==> config.mk <==
export PLATFORM = sky130hd
export DESIGN_NAME = flit_tx_port
export DESIGN_NICKNAME = d
export VERILOG_FILES = /design/src/rtl/chiplet_types_pkg.sv /design/src/rtl/socetlib_fifo.sv /design/src/rtl/flit_tx_port.sv
export SDC_FILE = /design/constraint.sdc
export NUM_CORES = 1
export LEC_CHECK = 0
export BUFFER_PORTS_ARGS = -buffer_cell sky130_fd_sc_hd__buf_4
export CORE_UTILIZATION = 58
export CTS_BUF_LIST = sky130_fd_sc_hd__clkbuf_8 sky130_fd_sc_hd__clkbuf_16
export CTS_CLUSTER_SIZE = 8
export DETAILED_ROUTE_END_ITERATION = 7
export PLACE_DENSITY = 0.77
export RECOVER_POWER = 50
export SYNTH_ARGS = -nofsm -noshare
export SYNTH_HDL_FRONTEND = slang
export SYNTH_SLANG_ARGS = --single-unit
==> constraint.sdc <==
create_clock -name clk -period 2.8 [get_ports clk]
set_clock_uncertainty 0.15 [all_clocks]
set_input_delay 0 -clock clk [delete_from_list [all_inputs] [get_ports clk]]
set_output_delay 0 -clock clk [all_outputs]
set_load 0.02 [all_outputs]
==> src/rtl/chiplet_types_pkg.sv <==
// Shared flit and transmit-port types for the chiplet link.
package chiplet_types_pkg;

    localparam int FLIT_VC_W      = 1;
    localparam int FLIT_PAYLOAD_W = 31;

    typedef struct packed {
        logic [FLIT_VC_W-1:0]      vc;
        logic [FLIT_PAYLOAD_W-1:0] payload;
    } flit_t;

    typedef enum logic [1:0] {
        IDLE        = 2'd0,
        WAIT_CREDIT = 2'd1,
        SEND        = 2'd2
    } tx_port_state_t;

endpackage

==> src/rtl/socetlib_fifo.sv <==
// Synchronous show-ahead FIFO; rdata_o is the current head whenever empty_o is low.
`default_nettype none

module socetlib_fifo #(
    parameter int WIDTH = 8,
    parameter int DEPTH = 4
) (
    input  logic             clk,
    input  logic             n_rst,
    input  logic             push_i,
    input  logic             pop_i,
    input  logic [WIDTH-1:0] wdata_i,
    output logic [WIDTH-1:0] rdata_o,
    output logic             full_o,
    output logic             empty_o
);
    localparam int AW   = (DEPTH > 1) ? $clog2(DEPTH) : 1;
    localparam int CNTW = $clog2(DEPTH + 1);

    logic [WIDTH-1:0] mem_q [DEPTH];
    logic [AW-1:0]    wptr_q, wptr_d, rptr_q, rptr_d;
    logic [CNTW-1:0]  count_q, count_d;
    logic             do_push, do_pop;

    function automatic logic [AW-1:0] ptr_inc(input logic [AW-1:0] p);
        return (p == AW'(DEPTH - 1)) ? '0 : p + AW'(1);
    endfunction

    // A push while full is dropped even if a pop happens the same cycle.
    assign full_o  = (count_q == CNTW'(DEPTH));
    assign empty_o = (count_q == '0);
    assign do_push = push_i && !full_o;
    assign do_pop  = pop_i && !empty_o;
    assign rdata_o = mem_q[rptr_q];

    always_comb begin
        wptr_d  = do_push ? ptr_inc(wptr_q) : wptr_q;
        rptr_d  = do_pop ? ptr_inc(rptr_q) : rptr_q;
        count_d = count_q + CNTW'(do_push) - CNTW'(do_pop);
    end

    always_ff @(posedge clk or negedge n_rst) begin
        if (!n_rst) begin
            wptr_q  <= '0;
            rptr_q  <= '0;
            count_q <= '0;
        end else begin
            wptr_q  <= wptr_d;
            rptr_q  <= rptr_d;
            count_q <= count_d;
        end
    end

    always_ff @(posedge clk) begin
        if (do_push) begin
            mem_q[wptr_q] <= wdata_i;
        end
    end

endmodule

`default_nettype wire

==> src/rtl/flit_tx_port.sv <==
// Credit-based flit transmit port: staging FIFO, output register and per-VC credit counters.
// Optional FLIT_TX_PORT_PERF_EN adds sent_count / stall_count performance counters.
`default_nettype none

module flit_tx_port
    import chiplet_types_pkg::*;
#(
    parameter int NUM_VCS    = 2,
    parameter int CREDITS    = 4,
    parameter int FIFO_DEPTH = 4
) (
    input  logic                                     clk,
    input  logic                                     n_rst,
    input  logic                                     in_valid,
    input  flit_t                                    in_flit,
    output logic                                     in_ready,
    output logic                                     data_ready_out,
    output flit_t                                    out_flit,
    input  logic                                     packet_sent,
    input  logic [NUM_VCS-1:0]                       credit_granted,
    output logic [NUM_VCS-1:0][$clog2(CREDITS+1)-1:0] credits,
    output logic                                     credit_err
`ifdef FLIT_TX_PORT_PERF_EN
    ,
    output logic [31:0]                              sent_count,
    output logic [31:0]                              stall_count
`endif
);
    localparam int CW = $clog2(CREDITS + 1);

    tx_port_state_t             state_q, state_d;
    flit_t                      out_flit_q, out_flit_d;
    logic [NUM_VCS-1:0][CW-1:0] credits_q, credits_d;
    logic                       credit_err_q, credit_err_d;

    flit_t fifo_head;
    logic  fifo_empty, fifo_full, fifo_pop;
    logic  accept, head_has_credit, out_has_credit;

    socetlib_fifo #(
        .WIDTH ($bits(flit_t)),
        .DEPTH (FIFO_DEPTH)
    ) u_fifo (
        .clk     (clk),
        .n_rst   (n_rst),
        .push_i  (in_valid),
        .pop_i   (fifo_pop),
        .wdata_i (in_flit),
        .rdata_o (fifo_head),
        .full_o  (fifo_full),
        .empty_o (fifo_empty)
    );

    assign in_ready       = !fifo_full;
    assign data_ready_out = (state_q == SEND);
    assign out_flit       = out_flit_q;
    assign credits        = credits_q;
    assign credit_err     = credit_err_q;
    assign accept         = (state_q == SEND) && packet_sent;

    // A grant and a send on the same VC cancel; a lone grant at the ceiling saturates and flags.
    always_comb begin
        credits_d    = credits_q;
        credit_err_d = credit_err_q;
        for (int v = 0; v < NUM_VCS; v++) begin
            if (credit_granted[v] && !(accept && int'(out_flit_q.vc) == v)) begin
                if (credits_q[v] == CW'(CREDITS)) begin
                    credit_err_d = 1'b1;
                end else begin
                    credits_d[v] = credits_q[v] + CW'(1);
                end
            end else if (!credit_granted[v] && accept && int'(out_flit_q.vc) == v
                         && credits_q[v] != '0) begin
                credits_d[v] = credits_q[v] - CW'(1);
            end
        end
    end

    // SEND/WAIT decisions look at post-update credits so a grant this cycle counts.
    always_comb begin
        head_has_credit = 1'b0;
        out_has_credit  = 1'b0;
        for (int v = 0; v < NUM_VCS; v++) begin
            if (int'(fifo_head.vc) == v && credits_d[v] != '0) begin
                head_has_credit = 1'b1;
            end
            if (int'(out_flit_q.vc) == v && credits_d[v] != '0) begin
                out_has_credit = 1'b1;
            end
        end
    end

    always_comb begin
        state_d    = state_q;
        out_flit_d = out_flit_q;
        fifo_pop   = 1'b0;
        case (state_q)
            IDLE: begin
                if (!fifo_empty) begin
                    fifo_pop   = 1'b1;
                    out_flit_d = fifo_head;
                    state_d    = head_has_credit ? SEND : WAIT_CREDIT;
                end
            end
            WAIT_CREDIT: begin
                if (out_has_credit) begin
                    state_d = SEND;
                end
            end
            SEND: begin
                if (packet_sent) begin
                    if (!fifo_empty) begin
                        fifo_pop   = 1'b1;
                        out_flit_d = fifo_head;
                        state_d    = head_has_credit ? SEND : WAIT_CREDIT;
                    end else begin
                        state_d = IDLE;
                    end
                end
            end
            default: state_d = IDLE;
        endcase
    end

    always_ff @(posedge clk or negedge n_rst) begin
        if (!n_rst) begin
            state_q      <= IDLE;
            out_flit_q   <= '0;
            credit_err_q <= 1'b0;
            for (int v = 0; v < NUM_VCS; v++) begin
                credits_q[v] <= CW'(CREDITS);
            end
        end else begin
            state_q      <= state_d;
            out_flit_q   <= out_flit_d;
            credit_err_q <= credit_err_d;
            credits_q    <= credits_d;
        end
    end

`ifdef FLIT_TX_PORT_PERF_EN
    logic [31:0] sent_count_q, stall_count_q;

    always_ff @(posedge clk or negedge n_rst) begin
        if (!n_rst) begin
            sent_count_q  <= '0;
            stall_count_q <= '0;
        end else begin
            if (accept) begin
                sent_count_q <= sent_count_q + 32'd1;
            end
            if (state_q == WAIT_CREDIT) begin
                stall_count_q <= stall_count_q + 32'd1;
            end
        end
    end

    assign sent_count  = sent_count_q;
    assign stall_count = stall_count_q;
`endif

endmodule

`default_nettype wire

==> out/metrics.cfg <==
[floorplanning]
dieArea_sq_um=12400
rows=39
pin_count=79
initial_core_util_pct=60.3
dieWidth_microns=111
die_y_microns=111
core_sq_um=11500

[clocking]
insertion_delay_ns=0.42
clkTransAtPathRegs_ns=0.07
ctsResizeCount=0
postCtsSetupRepairBufs=0
clk_path_buf_depth=2
tritoncts=built
cts_htree_levels=4
clockRootBuffer=clkbuf_16
numCtsBuffers=17
clock-sinks=176
holdBufCountCts=37

[synthesis]
synth_area_leader_cell=edfxtp_1
synth_fp_nets=410
synth-edff-count=128
syn_area_sq_um=6940
synth_seq_area_share_pct=72.7
synth_cells=358
yosys_warnings=0
postSynthRegisterBits=176
yosysUniqueCellTypes=40
synthArstFlopShare_pct=27.3
ys_top_cells_by_area=edfxtp_1, dfrtp_1, mux4_2
synthFlopType=edfxtp_1
netlist.area_leader.share_pct=55.4
avgSynthCellArea_sq_um=19.4

[detailed_routing]
firstDrtPassIters=7
wl_per_cell_microns=20.1
via_per_inst=5.74
dr_total_vias=3699
routed_wl_mm=12.9
ant_nets=0
post-route-drc-count=10
detail_route.iter0.violations=215

[power]
leakage_nw=3.09
power_density_nw_per_um2=1120
vdd_drop_max_v=0.000788
power_mw=9.57

[cells_and_area]
fin_cells=644
mostFrequentLayoutCell=edfxtp_1
insertedDiodeCount=0
finalInstanceArea_sq_um=8520
drive_above_1_share_pct=28.7
mostFrequentLayoutCells=edfxtp_1, clkbuf_1, dfrtp_1, dlygate4sd3_1, mux2_2
area_growth_pct=22.8
final_nets=540
finish.utilization_pct=74.0

[timing]
finalCritPeriodShare_pct=87.8
drv_slew=0
max_freq_mhz=407
finalHoldViolCount=0
fin_crit_ns=2.46
setup_viol_count_final=0
rsz0062_at_grt=no
tightestPinTransition_ns=1.34
fin_setup_tns_ns=0
maxSlewHeadroom_pct=10.5

[status]
status=complete, but fails checks
violations=DRC

[worst_hold_path]
hp-class=primary input to flip-flop
holdPathStages=3

[global_routing]
grt_pass1_wl_mm=20.8
grt_overflow_total=0
grt_usage_pct=22.9
antenna_found_initial=0
grt_max_degree=49
grt_pass1_vias=4005

[worst_setup_path]
cp_top_family=adder cells
crit_type=flip-flop to flip-flop
worst-path-stages=8
endpoint_kind=flip-flop
crit_chain=nor3_1 > nor3_4 > ha_1 > inv_1 > ha_1 > fa_1 > xnor2_1 > xnor2_1
start_kind=flip-flop
arrival_ns=2.64
max_stage_delay_ns=0.44
rr_worst_depth=8
crit_buf_inv=1
crit_required_ns=2.98
critPathMaxFanout=3
critical-path-slowest-cell=nor3_1

[placement]
placedCellCount=575
placed_cell_area_sq_um=7770
gp_congestion=0.785
port_buffers=78
hpwlAfterDp_mm=7.66

[job]
max_cap_violations=0

-- cell usage after synthesis (4+ instances only) --
| library cell | n |
|---|---|
| edfxtp_1 | 128 |
| dfrtp_1 | 46 |
| mux2_2 | 35 |
| mux4_2 | 33 |
| inv_1 | 15 |
| ha_1 | 13 |
| nand2_1 | 12 |
| nor2_1 | 10 |
| clkbuf_1 | 8 |
| nand2b_1 | 6 |
| nand3_1 | 5 |
| and3_1 | 4 |
| buf_2 | 4 |
| nor2b_1 | 4 |
-- power by group --
part,leakage [nW],total (mW),switching [mW],internal (mW)
logic,1.10,3.35,1.75,1.59
registers,1.73,3.94,0.357,3.59
clock network,0.265,2.28,0.952,1.33
total,3.09,9.57,3.06,6.51
-- logic make-up (layout without fill, tap and decap cells) --
| logic type | count (synthesis) | count (layout) | share of synthesized area, % |
|---|---|---|---|
| buffers and inverters | 28 | 171 | 1.59 |
| AOI/OAI and AO/OA | 14 | 14 | 1.57 |
| and+or+nand+nor | 54 | 54 | 4.33 |
| muxes | 70 | 70 | 16.9 |
| xor gates and xnor gates | 2 | 2 | 0.252 |
| DFF | 176 | 176 | 72.7 |
| adders and majority gates | 14 | 14 | 2.63 |
-- worst min-delay path: stages --
cell and delay [ns]:
dlygate4sd3_1 0.53, buf_4 0.14, o32ai_1 0.07
-- registers in the layout, summed over array words and instances (netlist names) --
| name | cells |
|---|---|
| u_fifo.mem_q | 128 |
| u_fifo.count_q | 3 |
| credit_err | 1 |
| out_flit | 32 |
| u_fifo.wptr_q | 2 |
| credits | 6 |
| u_fifo.rptr_q | 2 |
| state_q | 2 |
-- through the flow --
stage	setup WS [ns]	hold slack, ns
global placement	0.529	-0.0601
floorplan	0.244	-0.446
global route	0.249	0.203
detailed placement	0.410	-0.0541
finish	0.340	0.213
CTS	0.297	0.0294
-- path summary, 6_finish.rpt --
| path | startpoint | endpoint | slack (ns) |
|---|---|---|---|
| worst max-delay path | u_fifo.count_q[0] | u_fifo.count_q[2] | 0.34 |
| worst min-delay path | packet_sent | state_q[1] | 0.21 |
| worst max register to register | u_fifo.count_q[0] | u_fifo.count_q[2] | 0.34 |
| worst min register to register | credit_err | credit_err | 0.34 |
| max in group asynchronous | n_rst | u_fifo.rptr_q[1] | 1.32 |
| min in group asynchronous | n_rst | u_fifo.count_q[2] | 0.27 |
-- routing by layer --
layer | share of wire, % | track usage [%] | up-vias
li1 | - | - | 1662
met1 | 40 | 27.8 | 1908
met2 | 54 | 40.3 | 118
met3 | 4.8 | 5.39 | 11
met4 | 0.90 | 8.65 | 0
met5 | 0 | 0 | -
-- final cells by class --
cell class / instances / area, sq um
sequential: 176 / 5050
tap: 143 / 179
fill: 698 / 2990
timing repair buffer: 124 / 863
clock inverter: 14 / 141
multi-input combinational: 154 / 1790
clock buffer: 18 / 439
inverter: 15 / 56.3
Power figures use the tool's default switching activity.
